**src/rtl/mat_stream_loader_if.sv**
```systemverilog
// Bundle of the element stream handshakes and the flattened matrix buses between
// mat_stream_loader (slave) and its environment (master).
interface mat_stream_loader_if #(
    parameter int N = 2
);
    localparam int W = 32 * N * N;

    logic          in_valid;
    logic          in_ready;
    logic [31:0]   in_data;
    logic [W-1:0]  mat_a;
    logic [W-1:0]  mat_b;
    logic [W-1:0]  mat_c;
    logic          out_valid;
    logic          out_ready;
    logic [31:0]   out_data;
    logic          out_last;
    logic          busy;

    modport slave (
        input  in_valid, in_data, out_ready, mat_c,
        output in_ready, out_valid, out_data, out_last, mat_a, mat_b, busy
    );

    modport master (
        output in_valid, in_data, out_ready, mat_c,
        input  in_ready, out_valid, out_data, out_last, mat_a, mat_b, busy
    );
endinterface

```
**src/rtl/mat_stream_loader.sv**
```systemverilog
// Streams A and B into flattened registers for the combinational mul_matrix,
// captures its product once, then streams C back out word by word.
module mat_stream_loader #(
    parameter int N = 2
) (
    input  logic               clk,
    input  logic               rst_n,
    mat_stream_loader_if.slave bus
);
    localparam int NN    = N * N;
    localparam int W     = 32 * NN;
    localparam int IDX_W = (NN > 1) ? $clog2(NN) : 1;

    localparam logic [IDX_W-1:0] IDX_LAST = IDX_W'(NN - 1);
    localparam logic [IDX_W-1:0] IDX_ONE  = IDX_W'(1);

    localparam logic [1:0] LOAD_A  = 2'd0;
    localparam logic [1:0] LOAD_B  = 2'd1;
    localparam logic [1:0] CAPTURE = 2'd2;
    localparam logic [1:0] DRAIN   = 2'd3;

    logic [1:0]       state_q, state_d;
    logic [IDX_W-1:0] idx_q, idx_d;
    logic [W-1:0]     mat_a_q, mat_a_d;
    logic [W-1:0]     mat_b_q, mat_b_d;
    logic [W-1:0]     c_q, c_d;

    logic in_ready;
    logic out_valid;
    logic in_fire;
    logic out_fire;
    logic idx_last;

    assign in_ready  = (state_q == LOAD_A) || (state_q == LOAD_B);
    assign out_valid = (state_q == DRAIN);
    assign in_fire   = bus.in_valid & in_ready;
    assign out_fire  = out_valid & bus.out_ready;
    assign idx_last  = (idx_q == IDX_LAST);

    // NOTE: every variable gets a default at the top of the block so no path
    // through the case statement can infer a latch.
    always_comb begin
        state_d = state_q;
        idx_d   = idx_q;
        mat_a_d = mat_a_q;
        mat_b_d = mat_b_q;
        c_d     = c_q;
        case (state_q)
            LOAD_A: begin
                if (in_fire) begin
                    mat_a_d[32*int'(idx_q) +: 32] = bus.in_data;
                    if (idx_last) begin
                        idx_d   = '0;
                        state_d = LOAD_B;
                    end else begin
                        idx_d = idx_q + IDX_ONE;
                    end
                end
            end
            LOAD_B: begin
                if (in_fire) begin
                    mat_b_d[32*int'(idx_q) +: 32] = bus.in_data;
                    if (idx_last) begin
                        idx_d   = '0;
                        state_d = CAPTURE;
                    end else begin
                        idx_d = idx_q + IDX_ONE;
                    end
                end
            end
            CAPTURE: begin
                // mat_a/mat_b settled on the previous edge, so mat_c is valid now.
                c_d     = bus.mat_c;
                idx_d   = '0;
                state_d = DRAIN;
            end
            DRAIN: begin
                if (out_fire) begin
                    if (idx_last) begin
                        idx_d   = '0;
                        state_d = LOAD_A;
                    end else begin
                        idx_d = idx_q + IDX_ONE;
                    end
                end
            end
            default: state_d = LOAD_A;
        endcase
    end

    // NOTE: sequential state uses non-blocking assignments so every flop samples
    // the pre-edge value of its neighbours.
    always_ff @(posedge clk or negedge rst_n) begin
        if (!rst_n) begin
            state_q <= LOAD_A;
            idx_q   <= '0;
            mat_a_q <= '0;
            mat_b_q <= '0;
            c_q     <= '0;
        end else begin
            state_q <= state_d;
            idx_q   <= idx_d;
            mat_a_q <= mat_a_d;
            mat_b_q <= mat_b_d;
            c_q     <= c_d;
        end
    end

    assign bus.in_ready  = in_ready;
    assign bus.out_valid = out_valid;
    assign bus.out_data  = out_valid ? c_q[32*int'(idx_q) +: 32] : 32'd0;
    assign bus.out_last  = out_valid & idx_last;
    assign bus.mat_a     = mat_a_q;
    assign bus.mat_b     = mat_b_q;
    assign bus.busy      = !((state_q == LOAD_A) && (idx_q == '0));
endmodule

```
**src/flat_wrapper.sv**
```systemverilog
// flat-port wrapper written by rule: the top's interface ports become plain ports
module mat_stream_loader_flat 
#(
    parameter int N = 2
)
  (clk, rst_n, bus_in_valid, bus_in_data, bus_out_ready, bus_mat_c, bus_in_ready, bus_out_valid, bus_out_data, bus_out_last, bus_mat_a, bus_mat_b, bus_busy);
  mat_stream_loader_if #(.N(N)) bus_i ();
  input  logic clk;
  input  logic rst_n;
  input wire logic [$bits(bus_i.in_valid)-1:0] bus_in_valid;
  input wire logic [$bits(bus_i.in_data)-1:0] bus_in_data;
  input wire logic [$bits(bus_i.out_ready)-1:0] bus_out_ready;
  input wire logic [$bits(bus_i.mat_c)-1:0] bus_mat_c;
  output wire logic [$bits(bus_i.in_ready)-1:0] bus_in_ready;
  output wire logic [$bits(bus_i.out_valid)-1:0] bus_out_valid;
  output wire logic [$bits(bus_i.out_data)-1:0] bus_out_data;
  output wire logic [$bits(bus_i.out_last)-1:0] bus_out_last;
  output wire logic [$bits(bus_i.mat_a)-1:0] bus_mat_a;
  output wire logic [$bits(bus_i.mat_b)-1:0] bus_mat_b;
  output wire logic [$bits(bus_i.busy)-1:0] bus_busy;
  assign bus_i.in_valid = bus_in_valid;
  assign bus_i.in_data = bus_in_data;
  assign bus_i.out_ready = bus_out_ready;
  assign bus_i.mat_c = bus_mat_c;
  assign bus_in_ready = bus_i.in_ready;
  assign bus_out_valid = bus_i.out_valid;
  assign bus_out_data = bus_i.out_data;
  assign bus_out_last = bus_i.out_last;
  assign bus_mat_a = bus_i.mat_a;
  assign bus_mat_b = bus_i.mat_b;
  assign bus_busy = bus_i.busy;
  mat_stream_loader #(.N(N)) u_core (.clk(clk), .rst_n(rst_n), .bus(bus_i));
endmodule
```
**config.mk**
```make
export PLATFORM = sky130hd
export DESIGN_NAME = mat_stream_loader_flat
export DESIGN_NICKNAME = d
export VERILOG_FILES = /design/src/rtl/mat_stream_loader_if.sv /design/src/rtl/mat_stream_loader.sv /design/src/flat_wrapper.sv
export SDC_FILE = /design/constraint.sdc
export NUM_CORES = 1
export LEC_CHECK = 0
export CORE_MARGIN = 4
export CORE_UTILIZATION = 47
export CTS_CLUSTER_SIZE = 28
export DETAILED_ROUTE_END_ITERATION = 10
export PLACE_DENSITY = 0.89
export REMOVE_ABC_BUFFERS = 1
export SLEW_MARGIN = 20
export SYNTH_ARGS = -nofsm -noshare
export SYNTH_HDL_FRONTEND = slang
export SYNTH_SLANG_ARGS = --single-unit
```
**constraint.sdc**
```tcl
create_clock -name clk -period 2.5 [get_ports clk]
set_input_delay 0.5 -clock clk [delete_from_list [all_inputs] [get_ports clk]]
set_output_delay 0.5 -clock clk [all_outputs]
set_load 0.01 [all_outputs]
```
---- After elaboration in Yosys (flattened, before gate mapping) ----
Index checks and enable logic that the tools add are counted.
Widths: inputs -> output; s select.
storage, ports and cells
  bits in latches ......................... 0
  memories ................................ 0
  word-level logic and storage cells ...... 48
  memory bits (writable) .................. 0
  register bits ........................... 388
  memory bits (read-only) ................. 0
cells by class
  shifts and indexed selects .............. 3
  mux-type cells .......................... 14
  div/mod/pow operators ................... 0
  $add $sub $neg .......................... 2
  bitwise gates (word level) .............. 3
  order comparisons ....................... 0
  reductions and logical operators ........ 10
  eq/ne operators ......................... 11
  multipliers ............................. 0
operators by type and width
  cell                       count
  $bwmux 128                 2
  $shift 32x33->128 const A  1
  $shiftx 128x8->32          1
  $shiftx 32x33->128         1
  $neg 7->33                 1
  $mux 32                    1
  $mux 2                     9
  $ne 2x1->1 const B         5
  $pmux 2 s4                 1
  $eq 2x2->1 const B         3
  $pmux 2 s3                 1
  $reduce_and 2->1           3
  $reduce_and 6->1           1
  $logic_not 2->1            2
  $ne 2x2->1 const B         2
  $and 1x1->1                3
  $add 2x1->2 const B        1
  $eq 2x1->1 const B         1
  $reduce_or 2->1            1
  $logic_and 1x1->1          1
  $logic_not 1->1            1
  $logic_or 1x1->1           1

---- Depth between registers and ports, before layout ----
  word-level depth ........................ 5
  mapped depth ............................ 9
  mapped depth without buffers ............ 6

---- Worst setup path before layout ----
OpenSTA, ideal clock, no wires.
  path type ............................... reg-to-reg
  start ................................... reg u_core.idx_q[1]
  end ..................................... reg u_core.mat_a_q[54], in the netlist u_core.bus.mat_a[54]
  stages on the path, launching flop included .. 10
  path slack .............................. 0.446 ns
  required time ........................... 2.417 ns
  data arrival time ....................... 1.972 ns
  path buffers ............................ 4
  period minus slack after synthesis ...... 2.054 ns
  path through ............................ dfrtp_1 > clkbuf_1 > buf_2 > inv_1 > ha_1 > and3b_1 > buf_2 > buf_4 > nand2_1 > o21ai_0
on the way
  longest elaborated chain between the ends .. 3
  elaborated cells between the ends (all ways) .. 4
  those cells by class .................... add/sub: 1; shift: 2; mux: 1
ends and longest elaborated chain
  element                                                  RTL line                  RTL
  from (decl)                                              mat_stream_loader.sv:23   logic [IDX_W-1:0] idx_q, idx_d;
  from (signal assigned)                                   mat_stream_loader.sv:102  idx_q <= idx_d;
  $neg 7->33 *                                             mat_stream_loader.sv:51   mat_a_d[32*int'(idx_q) +: 32] = bus.in_data;
  $shiftx 32x33->128 or $shift 32x33->128 (tied branches)  mat_stream_loader.sv:51
  $bwmux 128 *                                             mat_stream_loader.sv:51
  to (signal assigned)                                     mat_stream_loader.sv:103  mat_a_q <= mat_a_d;
  to (decl)                                                mat_stream_loader.sv:24   logic [W-1:0] mat_a_q, mat_a_d;
Every way passes the cells marked *; elsewhere a longest branch is shown, timed or not.
A chain may end at the register's enable or synchronous reset.

---- Worst setup path in the final report ----
  start ................................... reg u_core.idx_q[0]
  end ..................................... out bus_out_data[29]
on the way
  longest elaborated chain between the ends .. 2
ends and longest elaborated chain
  element            RTL line                  RTL
  $shiftx 128x8->32  mat_stream_loader.sv:111  assign bus.out_data = out_valid ? c_q[32*int'(idx_q) +: 32] : 32'd0;
  $mux 32            mat_stream_loader.sv:111
  to (decl)          flat_wrapper.sv:16        output wire logic [$bits(bus_i.out_data)-1:0] bus_out_data;
Every way passes these cells.

==> impl_metrics.env <==
export IMPL_status="complete, but fails checks"
export IMPL_failed_checks="setup timing"
export IMPL_cp_arrival_ns=2.08
export IMPL_pwr_share_seq_pct=35.5
export IMPL_post_dp_hpwl_um=34500
export IMPL_dpl_instance_area_um2=20700
export IMPL_drv_slew=0
export IMPL_clkPwrFrac_pct=20.3
export IMPL_clock_sinks=388
export IMPL_hold_viol_final=0
export IMPL_die_area_um2=35800
export IMPL_grt_pass1_vias=13100
export IMPL_io_pin_count=456
export IMPL_p_leak_nw=9.49
export IMPL_cts_made_buffers=40
export IMPL_die_width_um=189
export IMPL_ys_types=27
export IMPL_final_common_cell="clkdlybuf4s50_1"
export IMPL_nets=1897
export IMPL_skew_ns=0.0111
export IMPL_cts_path_max_buffers=3
export IMPL_dr_pass1_iters=5
export IMPL_gr_total_overflow=0
export IMPL_min_period_over_period_pct=103
export IMPL_preCtsSetupSlack_ns=0.120
export IMPL_switching_share_pct=33.3
export IMPL_ys_seq_elements=388
export IMPL_yosysWarnings=0
export IMPL_p_int_mw=19.9
export IMPL_final_cell_area_um2=22300
export IMPL_worstSetupStartpointType="flip-flop"
export IMPL_htree_num_levels=2
export IMPL_layout_cells_non_filler=2193
export IMPL_totalWireLength_um=50900
export IMPL_wl_per_cell_um=23.2
export IMPL_netSwitchingPower_mw=9.95
export IMPL_p_total_mw=29.9
export IMPL_grt_pass1_wl_um=77600
export IMPL_portBuffers=455
export IMPL_drc=0
export IMPL_core_um2=32500
export IMPL_yosysTopAreaCell="dfrtp_1"
export IMPL_clkLatencyLatePin_ns=0.51
export IMPL_hold_class="flip-flop to flip-flop"
export IMPL_drtAntennaViolNets=0
export IMPL_dr_first_iter_drc_count=857
export IMPL_synthTopCellsByArea="dfrtp_1, mux2_2, nand2_1"
export IMPL_viasPerCell=5.61
export IMPL_maxCapViolations=0
export IMPL_relSlewSlack_pct=61.7
export IMPL_syn_area_per_cell_um2=12.3
export IMPL_antenna_found_initial=0
export IMPL_grt_util_all_layers_pct=27.8
export IMPL_peakVddDrop_mv=0.803
export IMPL_cp_end_kind="output port"
export IMPL_rows=66
export IMPL_setup_ws_ns=-0.0793
export IMPL_worst_pin_slew_ns=0.575
export IMPL_cts_tree="yes"
export IMPL_gp_congestion=0.865
export IMPL_clkTransAtPathRegs_ns=0.06
export IMPL_ctsRootBufferMaster="clkbuf_16"
export IMPL_crit_fanout=7
export IMPL_fin_util_pct=68.8
export IMPL_path_class="flip-flop to output port"
export IMPL_dp_cells=2107
export IMPL_vias=12300
export IMPL_seq_area_frac_synth_pct=62.8
export IMPL_p_comb_share_pct=44.2
export IMPL_setup_viol=11
export IMPL_rsz0062_at_grt="true"
export IMPL_drive_above_1_share_pct=20.9
export IMPL_mostFrequentLayoutCells="clkdlybuf4s50_1, dfrtp_1, nand2_1"
export IMPL_syn_cell_area_um2=15500
export IMPL_fmax_mhz=388
export IMPL_die_h_um=189
export IMPL_synthToLayoutAreaGrowth_pct=44.6
export IMPL_start_util_pct=47.6
export IMPL_powerDensity_nw_per_um2=1340
export IMPL_fin_crit_ns=2.58
export IMPL_grt_max_degree=89
export IMPL_critical_path_required_ns=2.00
export IMPL_synthCells=1254
export IMPL_fillerInstances=2143
export IMPL_synth_top_area_share_pct=62.8
layer usage:
| metal | wire (um) | track usage, % |
|---|---|---|
| met1 | 18800 | 34.6 |
| met2 | 25600 | 47.1 |
| met3 | 3750 | 5.79 |
| met4 | 2680 | 12.7 |
| met5 | 0 | 0 |
state kept, by name (all words and copies together), names as in the netlist:
register          count
u_core.state_q        2
u_core.bus.mat_a    128
u_core.c_q          128
u_core.idx_q          2
u_core.bus.mat_b    128
timing repair:
action / CTS / global route
hold buffers: 1 / 0
gates resized for setup: 176 / 45
endpoints found under the setup margin: 36 / 38
gates cloned: 2 / 0
buffers inserted: 11 / 3
pin swaps: 6 / 3
hold endpoints to repair: 52 / 0
power by group through the flow:
| stage | clock network, mW | registers (mW) | logic, mW |
|---|---|---|---|
| floorplan | 0 | 11.1 | 5.13 |
| global placement | 0 | 10.4 | 12.0 |
| detailed placement | 0 | 10.6 | 12.4 |
| CTS | 6.13 | 10.5 | 13.0 |
| global route | 6.42 | 10.9 | 14.0 |
| finish | 6.07 | 10.6 | 13.2 |
cells by family (layout without fill, tap and decap cells):
| family | after synthesis | after routing | synth area share (%) |
|---|---|---|---|
| AOI/OAI and AO/OA | 258 | 258 | 9.94 |
| adders and majority gates | 10 | 10 | 0.810 |
| buffers and inverters | 93 | 589 | 2.83 |
| DFF | 388 | 388 | 62.8 |
| muxes | 164 | 164 | 14.3 |
| other | 0 | 1 | 0 |
| and+or+nand+nor | 341 | 341 | 9.32 |
critical path: stages, from the launching register on:
cell	delay (ns)
dfrtp_2	0.39
buf_6	0.14
buf_12	0.13
buf_6	0.11
mux4_2	0.49
and2_4	0.18
buf_6	0.12
through the flow:
| stage | TNS [ns] | hold WS [ns] |
|---|---|---|
| final | -0.569 | 0.477 |
| after floorplan | -505.93 | 0.204 |
| after global placement | 0 | 0.464 |
| after CTS | -1.22 | 0.484 |
| after detailed placement | 0 | 0.471 |
| after global routing | -1.98 | 0.509 |
Yosys cell counts:
master    number
buf_2         22
nor3_4         2
nor3_1         1
mux2_2       130
dfrtp_1      388
buf_4         12
nand3_1        6
nor2_1         2
o21ai_1      137
o21ai_0       55
and3b_1        1
nand3_2        2
a22oi_1        1
ha_1          10
nand2b_1       1
clkbuf_1      50
a22o_1        64
inv_1          6
nor3b_2        1
o22ai_1        1
nand2_1      291
buf_1          1
buf_6          2
mux4_2        32
nor3b_4        1
and2_1        33
mux2i_1        2
layout make-up:
cell class,count,area (um2),share of cell area [%]
Tap cell,442,553,2.48
Inverter,6,22.5,0.101
Sequential cell,388,9710,43.5
Antenna cell,1,2.50,0.0112
Clock inverter,10,129,0.577
Multi-Input combinational cell,773,5450,24.4
Timing Repair Buffer,514,5280,23.6
Clock buffer,59,1200,5.39
path summary, 6_finish.rpt:
| check | end | cells past startpoint | from | slack [ns] |
|---|---|---|---|---|
| setup reg to reg | u_core.bus.mat_b[43] | 9 | u_core.idx_q[0] | 0.13 |
| hold reg to reg | u_core.bus.mat_b[37] | 2 | u_core.bus.mat_b[37] | 0.48 |
| min in group asynchronous | u_core.c_q[79] | 2 | rst_n | 0.54 |
| max in group asynchronous | u_core.c_q[65] | 3 | rst_n | 1.10 |
| setup / recovery | bus_out_data[29] | 6 | u_core.idx_q[0] | -0.08 |
| hold / removal | u_core.bus.mat_b[37] | 2 | u_core.bus.mat_b[37] | 0.48 |
No activity file was read; power rests on OpenSTA's default activity.
